==> src/rtl/gfp8_result_collector.sv <==
`default_nettype none
// ============================================================================
// Module   : gfp8_result_collector
// Purpose  : Collects (mantissa, exponent) results from the GFP8 BCV
//            controller, packs RESULTS_PER_WORD of them per wide word and
//            buffers the packed words in a FIFO that drains over a
//            ready/valid handshake. The controller cannot be stalled, so
//            words that find the FIFO full are dropped and flagged.
// Ports    : i_clk, i_reset_n (async, active-low), i_clear (sync flush)
//            i_result_valid/_mantissa/_exponent, i_tile_done : result input
//            o_word_valid/_data/_count/_last, i_word_ready   : word output
//            o_collect_done, o_tile_count, o_busy, o_overflow : status
// Revision : 1.0 - initial release
// ============================================================================
module gfp8_result_collector #(
  parameter int RESULTS_PER_WORD = 4,
  parameter int FIFO_DEPTH       = 8
) (
  input  logic                                 i_clk,
  input  logic                                 i_reset_n,
  input  logic                                 i_clear,
  input  logic                                 i_result_valid,
  input  logic [31:0]                          i_result_mantissa,
  input  logic [7:0]                           i_result_exponent,
  input  logic                                 i_tile_done,
  output logic                                 o_word_valid,
  input  logic                                 i_word_ready,
  output logic [RESULTS_PER_WORD*40-1:0]       o_word_data,
  output logic [$clog2(RESULTS_PER_WORD+1)-1:0] o_word_count,
  output logic                                 o_word_last,
  output logic                                 o_collect_done,
  output logic [15:0]                          o_tile_count,
  output logic                                 o_busy,
  output logic                                 o_overflow
);

  localparam int LW = $clog2(RESULTS_PER_WORD);
  localparam int CW = $clog2(RESULTS_PER_WORD + 1);
  localparam int DW = RESULTS_PER_WORD * 40;
  localparam int AW = $clog2(FIFO_DEPTH);
  localparam int PW = AW + 1;
  localparam int EW = DW + CW + 1;   // {last, count, data}

  logic [LW-1:0] r_li;
  logic [DW-1:0] r_pack;
  logic [15:0]   r_cnt;
  logic [15:0]   r_tile_count;
  logic          r_overflow;
  logic          r_collect_done;
  logic [PW-1:0] r_wptr;
  logic [PW-1:0] r_rptr;
  logic [EW-1:0] r_mem [FIFO_DEPTH];

  logic [39:0]   w_in;
  logic [DW-1:0] w_word;
  logic [CW-1:0] w_count;
  logic          w_close;
  logic          w_empty;
  logic          w_full;
  logic          w_pop;
  logic          w_push;
  logic          w_drop;
  logic [EW-1:0] w_head;

  assign w_in    = {i_result_exponent, i_result_mantissa};
  assign w_close = (i_result_valid && (r_li == LW'(RESULTS_PER_WORD - 1))) || i_tile_done;
  assign w_count = CW'(r_li) + CW'(i_result_valid);

  // Packing register with this cycle's result merged into lane li. Lanes
  // beyond li are still zero because the register is cleared on each close.
  generate
    for (genvar k = 0; k < RESULTS_PER_WORD; k++) begin : g_lane
      assign w_word[40*k +: 40] = (i_result_valid && (r_li == LW'(k))) ? w_in
                                                                       : r_pack[40*k +: 40];
    end
  endgenerate

  // Extra pointer bit distinguishes full from empty when the indices match.
  assign w_empty = (r_wptr == r_rptr);
  assign w_full  = (r_wptr[PW-1] != r_rptr[PW-1]) && (r_wptr[AW-1:0] == r_rptr[AW-1:0]);
  assign w_head  = r_mem[r_rptr[AW-1:0]];
  assign w_pop   = !w_empty && i_word_ready;
  // A pop in the same cycle frees the head slot, which is the one written.
  assign w_push  = w_close && (!w_full || w_pop);
  assign w_drop  = w_close && w_full && !w_pop;

  // Head fields are masked while empty so stale entries never leak out.
  assign o_word_valid   = !w_empty;
  assign o_word_data    = w_empty ? '0 : w_head[DW-1:0];
  assign o_word_count   = w_empty ? '0 : w_head[DW +: CW];
  assign o_word_last    = w_empty ? 1'b0 : w_head[EW-1];
  assign o_collect_done = r_collect_done;
  assign o_tile_count   = r_tile_count;
  assign o_overflow     = r_overflow;
  assign o_busy         = (r_li != '0) || !w_empty || (r_cnt != '0);

  // Storage array needs no reset: entries are only observed between pointers.
  always_ff @(posedge i_clk) begin
    if (w_push && !i_clear) begin
      r_mem[r_wptr[AW-1:0]] <= {i_tile_done, w_count, w_word};
    end
  end

  always_ff @(posedge i_clk or negedge i_reset_n) begin
    if (!i_reset_n) begin
      r_li           <= '0;
      r_pack         <= '0;
      r_cnt          <= '0;
      r_tile_count   <= '0;
      r_overflow     <= 1'b0;
      r_collect_done <= 1'b0;
      r_wptr         <= '0;
      r_rptr         <= '0;
    end else if (i_clear) begin
      r_li           <= '0;
      r_pack         <= '0;
      r_cnt          <= '0;
      r_tile_count   <= '0;
      r_overflow     <= 1'b0;
      r_collect_done <= 1'b0;
      r_wptr         <= '0;
      r_rptr         <= '0;
    end else begin
      r_collect_done <= w_pop && w_head[EW-1];
      if (w_pop)  r_rptr <= r_rptr + 1'b1;
      if (w_push) r_wptr <= r_wptr + 1'b1;
      if (w_drop) r_overflow <= 1'b1;

      if (w_close) begin
        r_li   <= '0;
        r_pack <= '0;
      end else if (i_result_valid) begin
        r_li   <= r_li + 1'b1;
        r_pack <= w_word;
      end

      if (i_tile_done) begin
        r_tile_count <= r_cnt + 16'(i_result_valid);
        r_cnt        <= '0;
      end else if (i_result_valid) begin
        r_cnt        <= r_cnt + 1'b1;
      end
    end
  end

endmodule
`default_nettype wire

==> config.mk <==
export PLATFORM = sky130hd
export DESIGN_NAME = gfp8_result_collector
export DESIGN_NICKNAME = d
export VERILOG_FILES = /design/src/rtl/gfp8_result_collector.sv
export SDC_FILE = /design/constraint.sdc
export NUM_CORES = 1
export LEC_CHECK = 0
export ABC_AREA = 1
export CAP_MARGIN = 20
export CORE_ASPECT_RATIO = 1.75
export CORE_UTILIZATION = 65
export DETAILED_ROUTE_END_ITERATION = 10
export GPL_TIMING_DRIVEN = 0
export MAX_ROUTING_LAYER = met4
export PLACE_DENSITY = 0.84
export REMOVE_ABC_BUFFERS = 1
export SLEW_MARGIN = 10
export SYNTH_ARGS = -nofsm -noshare
export SYNTH_HDL_FRONTEND = slang
export SYNTH_SLANG_ARGS = --single-unit
==> constraint.sdc <==
create_clock -name i_clk -period 12.7 [get_ports i_clk]
set_input_delay 2.54 -clock i_clk [delete_from_list [all_inputs] [get_ports i_clk]]
set_output_delay 2.54 -clock i_clk [all_outputs]
set_load 0.01 [all_outputs]
-- Word level (Yosys, flattened, before mapping)
Memory sizes are Yosys's and may differ from the RTL's.
Index checks and enable logic that the tools add are counted.
- bits in registers: 204
- latch bits: 0
- RAM bits: 1312
- memory bits (read-only): 0
- input port bits: 46
- output and inout port bits: 184
- logic and storage cells: 76
- memories: 1
- add/sub/neg operators: 6
- multipliers: 0
- div/mod/pow operators: 0
- magnitude comparators: 0
- eq/ne operators: 6
- shift-type cells: 0
- multiplexer cells: 27
- bitwise gates (word level): 0
- reductions and logical operators: 28
- memory list (name ; words ; width ; rd ports ; clocked after Yosys merged registers in ; wr ports ; line ; text):
    r_mem ; 8 ; 164 ; 1 ; 0 ; 1 ; 52 ; logic [EW-1:0] r_mem [FIFO_DEPTH];
- operators with widths (cell ; count):
    160-bit two-way mux ; 4
    40-bit two-way mux ; 4
    16-bit two-way mux ; 5
    16-bit by 1-bit adder with 16-bit output ; 1
    16-bit by 1-bit adder with 16-bit output (second input constant) ; 1
    4-bit two-way mux ; 4
    16-bit nonzero test ; 1
    1-bit logical AND ; 11
    2-bit nonzero test ; 5
    4-bit by 1-bit adder with 4-bit output (second input constant) ; 2
    1-bit two-way mux ; 6
    2-bit two-way mux ; 3
    3-bit nonzero test ; 2
    2-bit equality test (second input constant) ; 2
    4-bit equality test ; 1
    1-bit zero test ; 4
    1-bit logical OR ; 4
    2-bit by 1-bit adder with 3-bit output ; 1
    3-bit equality test ; 1
    3-bit two-way mux ; 1
    2-bit by 1-bit adder with 2-bit output (second input constant) ; 1
    2-bit by 1-bit equality test with 1-bit output (second input constant) ; 1
    2-bit zero test ; 1
    1-bit != test ; 1

-- Longest topological paths before layout
Gate-level depths: netlist of run 1.
- word-level depth: 8
- depth in mapped cells: 10
- mapped depth without buffers: 10

-- Worst setup path before layout of run 1
OpenSTA, ideal clock, no wires.
- path kind: in2reg
- start point: in i_result_valid
- end point: mem r_mem[0][0] in the netlist's numbering (enable)
- setup time: 691 ps
- arrival time: 10017 ps
- slack: 1992 ps
- cell stages on the path: 5
- buffers on the path: 1
- path through: clkbuf_1 -> nand2_1 -> nand2_1 -> nand3_1 -> nor2_1
- longest elaborated chain between the ends: 6
- ends and longest elaborated chain (what ; line ; text):
    start: declaration ; 22 ; input logic i_result_valid,
    1-bit logical AND ; 66 ; assign w_close = (i_result_valid && (r_li == LW'(RESULTS_PER_WORD - 1))) || i_tile_done;
    1-bit logical OR ; 66 ;
    1-bit logical AND ; 84 ; assign w_push = w_close && (!w_full || w_pop);
    1-bit logical AND ; 99 ; if (w_push && !i_clear) begin
    1-bit two-way mux ; 99 ;
    1-bit two-way mux (implied by the code) ; 100 ; r_mem[r_wptr[AW-1:0]] <= {i_tile_done, w_count, w_word};
    end: declaration ; 52 ;
No other way between the ends.

-- Final worst setup path of run 1
- start point: reg r_rptr[0]
- end point: out o_word_data[54]
- longest elaborated chain between the ends: 2
- ends and longest elaborated chain (what ; line ; text):
    start: declaration ; 51 ; logic [PW-1:0] r_rptr;
    start signal: assignment ; 125 ; if (w_pop) r_rptr <= r_rptr + 1'b1;
    memory read 8 x 164 bit or 4-bit equality test (tied branches) ; - ;
    160-bit two-way mux * ; 89 ; assign o_word_data = w_empty ? '0 : w_head[DW-1:0];
    end: declaration ; 28 ; output logic [RESULTS_PER_WORD*40-1:0] o_word_data,
Mark *: on every way between the ends. The rest lies on a longest branch, timed or not.

==> qor.csv, run 1 <==
stage,metric,value,unit
logic_synthesis,"area leader, netlist",edfxtp_1,
logic_synthesis,Ys Warns,0,
pwr,Final Power,12.1,mW
pwr,Sw Share,28.2,%
sta,fin crit share,61.9,%
logic_synthesis,xor and xnor area share after synthesis,0.0721,%
floorplanning,row count,148,
final_layout,Nets,5327,
logic_synthesis,Synth Instances,5146,
pwr,Internal Power,8.66,mW
final_layout,most frequent cells in the layout,"1345 x nor2_1, 1312 x edfxtp_1, 827 x o21ai_0, 574 x nand2_1, 227 x clkdlybuf4s50_1",
hold_path,Hold EP,o_tile_count[11]$_DFFE_PN0P_,
pwr,logic gate share of total power,20.6,%
setup_path,CP startpoint,r_rptr[0]$_DFFE_PN0P_,
final_layout,register area,44500,um^2
hold_path,Hold Path Class,reg -> reg,
route,DR iter-0 viols,5338,
job,Max Cap Viol,0,
pwr,register share of total power,46.9,%
placed_design,pre-CTS setup slack,5480,ps
placed_design,post-DP HPWL,82800,um
clock_tree,clock latency at the later pin of the worst-skew pair,760,ps
setup_path,Buf/Inv on CP,7,
route,vias,42442,
setup_path,worst path arrival time,5320,ps
pwr,P_leak,25.0,nW
setup_path,FF-to-FF End,r_mem[1][37]$_DFFE_PP_,
setup_path,Worst setup EP type,primary output,
sta,relative slew slack,24.2,%
hold_path,Hold Path Depth,2,
sta,final hold violation count,0,
setup_path,Reg2Reg Setup Slack,7420,ps
global_route,overall routing resource usage,33.6,%
floorplanning,io pins,230,
route,DR DRC count,0,
floorplanning,core box area,92800,um^2
logic_synthesis,post-synthesis simple-gate area fraction,12.4,%
setup_path,CP Cell Sequence,"buf_12, buf_16, inv_8, buf_16, buf_16, buf_16, o21ai_0, o22ai_1, nor2_1, nor2_1, clkdlybuf4s50_1",
final_layout,P&R area growth vs syn,15.3,%
sta,Max Slew Vio Count,0,
final_layout,fin util,75.4,%
clock_tree,# H-tree levels,4,
sta,slew at the pin closest to its max-slew limit,1120,ps
logic_synthesis,synthesized area,60700,um^2
logic_synthesis,"Seq/Total Area, Yosys",73.3,%
clock_tree,CTS Buffer Depth,3,
route,drt pass-1 iters,6,
logic_synthesis,Synth Area in Compound Gates,10.9,%
sta,Final min period,7860,ps
setup_path,crit start category,flop,
final_layout,"commonest non-fill, non-tap cell in the layout",nor2_1,
clock_tree,cts bufs inserted,130,
pwr,NetSw,3.40,mW
final_layout,Fill cells,5226,
setup_path,"Top cell by count, worst path",buf_16,
logic_synthesis,"flops & latches, synth",1516,
setup_path,CP required,10160,ps
floorplanning,die area,94700,um^2
floorplanning,initial core utilization,65.4,%
global_route,global-route wire length before repair,230000,um
clock_tree,CTS tree,built,
pwr,clock power share,32.5,%
global_route,largest net degree at the start of global routing,158,
global_route,vias in the first global route,41573,
pwr,Peak VDD IR,0.000132,V
route,drt total wl,154000,um
setup_path,crit-path leading delay family,buffers and inverters,
setup_path,CP max stage cell,dfrtp_4,
logic_synthesis,Mapped Avg Cell Area,11.8,um^2
setup_path,worst-path fanout max,157,
final_layout,share of cells above drive strength 1,6.07,%
sta,Final setup viols,0,
clock_tree,cts repair resizes,0,
status,outcome,"finished, final reports clean",
floorplanning,die height,406,um
logic_synthesis,largest family of logic cells by synthesized area,simple AND/OR/NAND/NOR gates,
logic_synthesis,synth top area cells,"edfxtp_1 65%, dfrtp_1 8.4%, nor2_1 8.4%, o21ai_0 6.8%, nand2_1 3.6%",
pwr,power per standard cell area,172,nW/um^2
final_layout,footprint of the multi-input gates,14400,um^2
route,post-route ant nets,0,
clock_tree,hold_buf cts,0,
clock_tree,clock slew at reported path FFs,70,ps
clock_tree,buffer count from post-CTS setup fixing,0,
placed_design,Final GP Congestion,0.894,
global_route,overflow left after global routing,0,
global_route,initial antenna violation count,1,
clock_tree,clock tree root driver cell,clkbuf_16,
setup_path,worst r2r src,r_rptr[1]$_DFFE_PN0P_,
clock_tree,Sink Count,1516,
sta,Layout Skew,27.6,ps
sta,Max Clk Rate,0.127,GHz
logic_synthesis,Cell variety after synth,27,
sta,setup ws final,4840,ps
sta,RSZ-0062 raised after global routing,false,
route,via density per instance,6.45,
floorplanning,Die W,233,um
setup_path,biggest cell delay along the critical path,760,ps
sta,Hold WS,491,ps
sta,total negative slack,0,ps
placed_design,IO buf count,229,
setup_path,reg2reg path depth,12,
logic_synthesis,post-synth top area share,64.9,%
route,drt wl/cell,23.5,um
logic_synthesis,Adder-Cell Fraction of Synth Area,0.247,%
setup_path,critical path class,reg -> out,
hold_path,hold_sp,o_tile_count[11]$_DFFE_PN0P_,
logic_synthesis,post-synthesis mux area share,0,%
synthesized netlist by cell type, drive strengths merged:
master  number
nor2      1355
edfxtp    1312
o21ai      845
nand2      579
clkbuf     219
dfrtp      204
o211ai     165
o22ai      164
buf        130
inv         88
nand3       31
a21oi       13
ha          12
nand4       11
nor3         7
xor2         5
a22o         2
a32o         2
nor4         1
or2          1
through the flow:
stage	instances	instance area, um^2
6_report	6576	70000
5_1_grt	6572	70000
4_1_cts	6571	70000
3_5_place_dp	6337	65800
3_3_place_gp	6226	63000
2_1_floorplan	4797	59200
power groups by stage:
stage          Sequential [mW]  Clock, mW  Combinational [mW]
2_1_floorplan             5.87          0                1.30
3_3_place_gp              5.99          0                2.33
3_5_place_dp              5.75          0                2.41
4_1_cts                   5.65       3.93                2.45
5_1_grt                   5.65       4.11                2.67
6_report                  5.65       3.92                2.48
logic make-up (layout without fill, tap and decap cells):
group,count (synthesis),count (layout)
buf+inv,437,662
other cells,0,5
compound gates,1191,1191
fa+ha+maj,12,12
flops,1516,1516
xor+xnor,5,5
simple gates,1985,1985
worst max path at each step:
| stage | endpoint | slack (ps) | cells after the start |
|---|---|---|---|
| floorplan | o_busy | -15310 | 7 |
| global placement | o_word_data[132] | -46880 | 8 |
| detailed placement | r_mem[1][17]$_DFFE_PP_ | 5480 | 9 |
| CTS | o_word_data[54] | 4900 | 11 |
| global route | o_word_data[45] | 4680 | 11 |
| finish | o_word_data[54] | 4840 | 11 |
area by class of cell:
type | count | share of cell area [%]
diodes | 5 | 0.0179
clock buffers | 183 | 5.34
clock inverters | 51 | 0.649
inverters | 88 | 0.504
multi-input cells | 3193 | 20.6
flip-flops and latches | 1516 | 63.6
well taps | 1200 | 2.15
repair buffers | 340 | 7.11
per-layer routing:
layer  up-vias  wire length (um)  track usage, %
met5         -                 0               -
met4         0              6900            17.0
met3       547             15500            6.00
met2      2875             77600            53.8
met1     20644             54400            41.3
li1      18376                 -               -
sequential cells by signal, summed over array words and instances, names as in the netlist:
register and count:
r_cnt 16, o_tile_count 16, o_overflow 1, r_mem 1312, r_pack 160, r_rptr 4
r_wptr 4, o_collect_done 1, r_li 2
worst min-delay path: stages, from the launching register on:
cell and delay, ps:
dfrtp_1 350, nand2_1 50, nand2_1 50
(Power assumes the default switching activity.)
==> inputs of run 2 (changes only) <==
- CORE_UTILIZATION: 65 -> 61
- PLACE_DENSITY: 0.84 -> 0.8
- clock period: 12.7 -> 8 ns (I/O delays scaled with it)
==> run 2 against run 1 <==
Net effect: cell count rose by 1.6%; highest routed layer unchanged; hold slack worse by 1.4 ps; largest power group unchanged; die area increased by 6.5%; count of clock-buffer cells in the layout grew 7.
==> qor.csv, run 2 (synthesis gave the netlist of run 1 again) <==
stage,metric,value,unit,change
final_layout,P&R area growth vs syn,15.5,%,
pwr,P_leak,25.0,nW,about the same
sta,Hold WS,489,ps,-1.38 ps
route,via density per instance,6.21,,-3.7%
setup_path,"Top cell by count, worst path",buf_16,,
clock_tree,cts bufs inserted,130,,unchanged
final_layout,most frequent cells in the layout,"1345 x nor2_1, 1312 x edfxtp_1, 827 x o21ai_0, 574 x nand2_1, 227 x clkdlybuf4s50_1",,
setup_path,CP required,6400,ps,-3760 ps
setup_path,biggest cell delay along the critical path,710,ps,-50 ps
route,DR DRC count,0,,unchanged
global_route,vias in the first global route,41163,,-0.99%
final_layout,final instance area,70100,um^2,+0.21%
setup_path,CP max stage cell,dfrtp_4,,
setup_path,CP Cell Sequence,"buf_16, buf_16, inv_8, buf_16, nand2_1, nand2_1, nor2_2, nand2_8, buf_16, buf_16, nand2_1, nor2_1, clkdlybuf4s50_1",,
clock_tree,clock slew at reported path FFs,60,ps,about the same
route,drt wl/cell,22.8,um,-2.7%
clock_tree,CTS tree,built,,
setup_path,Reg2Reg Setup Slack,2190,ps,-5230 ps
sta,slew at the pin closest to its max-slew limit,1050,ps,-75.5 ps
final_layout,diodes inserted,0,,-5
clock_tree,clock latency at the later pin of the worst-skew pair,750,ps,about the same
sta,fin crit share,93.2,%,
route,drt total wl,153000,um,-1.2%
route,vias,41502,,-2.2%
pwr,Final Power,19.3,mW,+60%
clock_tree,cts repair resizes,0,,unchanged
floorplanning,die area,101000,um^2,+6.5%
floorplanning,io pins,230,,unchanged
clock_tree,buffer count from post-CTS setup fixing,0,,unchanged
setup_path,critical path class,reg -> out,,
global_route,global-route wire length before repair,230000,um,-0.17%
final_layout,max FFs per register,1312,,unchanged
route,post-route ant nets,0,,unchanged
floorplanning,die height,419,um,+3.2%
hold_path,Hold Path Class,reg -> reg,,
setup_path,Worst setup EP type,primary output,,
final_layout,Nets,5322,,-0.094%
floorplanning,initial core utilization,61.8,%,-3.7 points
setup_path,worst path arrival time,5860,ps,+540 ps
final_layout,share of cells above drive strength 1,6.11,%,+0.038 points
sta,Final setup viols,0,,unchanged
global_route,overall routing resource usage,31.4,%,-2.2 points
sta,Max Clk Rate,0.134,GHz,
clock_tree,CTS Buffer Depth,3,,unchanged
final_layout,fin util,71.3,%,-4.1 points
sta,Layout Skew,24.7,ps,-2.84 ps
setup_path,crit start category,flop,,
sta,Max Slew Vio Count,0,,unchanged
sta,Final min period,7460,ps,
setup_path,worst-path fanout max,138,,-12%
pwr,power per standard cell area,275,nW/um^2,+60%
final_layout,"commonest non-fill, non-tap cell in the layout",nor2_1,,
route,DR iter-0 viols,4300,,-19%
floorplanning,Die W,240,um,+3.2%
placed_design,Final GP Congestion,0.880,,-1.6%
clock_tree,# H-tree levels,4,,unchanged
clock_tree,hold_buf cts,0,,unchanged
placed_design,post-DP HPWL,82900,um,+0.10%
pwr,Peak VDD IR,0.000238,V,+80%
sta,final hold violation count,0,,unchanged
global_route,initial antenna violation count,0,,-1
sta,total negative slack,0,ps,unchanged
sta,relative slew slack,29.8,%,+5.6 points
clock_tree,clock tree root driver cell,clkbuf_16,,
floorplanning,row count,152,,+2.7%
setup_path,crit-path leading delay family,buffers and inverters,,
clock_tree,Sink Count,1516,,unchanged
global_route,overflow left after global routing,0,,unchanged
placed_design,placed inst area,65700,um^2,about the same
status,outcome,"finished, final reports clean",,
floorplanning,core box area,98300,um^2,+6.0%
global_route,largest net degree at the start of global routing,160,,+1.3%
route,drt pass-1 iters,6,,unchanged
setup_path,Buf/Inv on CP,7,,unchanged
placed_design,IO buf count,229,,unchanged
sta,RSZ-0062 raised after global routing,false,,
job,Max Cap Viol,0,,unchanged
run 2: cell types whose count changed in the layout (fill, tap and decap cells not counted):
cell	before	now
buf_16	61	52
clkinv_1	14	6
bufinv_16	7	12
clkbuf_1	31	36
diode_2	5	0
buf_12	49	53
clkbuf_16	136	138
clkinvlp_4	6	4
buf_6	1	0
buf_8	2	3
clkinv_2	19	20
clkinv_4	1	2
run 2: layout make-up:
cell class | instances | area [um^2]
clock inverter | 48 | 573
multi-input combinational | 3193 | 14400
inverter | 88 | 353
fill | 6241 | 28200
tap | 1309 | 1640
timing repair buffer | 335 | 4810
clock buffer | 190 | 3810
sequential | 1516 | 44500
run 2: path summary, 6_finish.rpt:
path | start | endpoint | depth (start not counted)
setup / recovery | r_rptr[0]$_DFFE_PN0P_ | o_word_data[59] | 13
hold / removal | o_tile_count[11]$_DFFE_PN0P_ | o_tile_count[11]$_DFFE_PN0P_ | 2
setup reg to reg | r_rptr[0]$_DFFE_PN0P_ | r_mem[2][31]$_DFFE_PP_ | 14
hold reg to reg | o_tile_count[11]$_DFFE_PN0P_ | o_tile_count[11]$_DFFE_PN0P_ | 2
max in group asynchronous | i_reset_n | r_pack[31]$_DFFE_PN0P_ | 3
min in group asynchronous | i_reset_n | r_pack[64]$_DFFE_PN0P_ | 1
run 2: power by group:
group | internal (mW) | leakage [nW] | switching (mW)
Combinational | 1.35 | 7.59 | 2.55
Clock | 3.71 | 2.14 | 2.74
Sequential | 8.88 | 15.3 | 0.0803
run 2: worst min-delay path: stages, from the launching register on:
cell and delay, ps:
dfrtp_1 340, nand2_1 50, nand2_1 60
run 2: routing by layer:
layer,part of all wire [%],routed length (um),global-route usage [%]
met1,37,56300,38.5
met2,50,76800,51.1
met3,8.8,13500,5.05
met4,4.0,6050,14.7
met5,0,0,-
run 2: through the flow:
step,worst slack [ps],cells
floorplan,-19070,4797
global placement,-53330,6335
detailed placement,1460,6441
CTS,600,6679
global route,381,6679
finish,544,6679
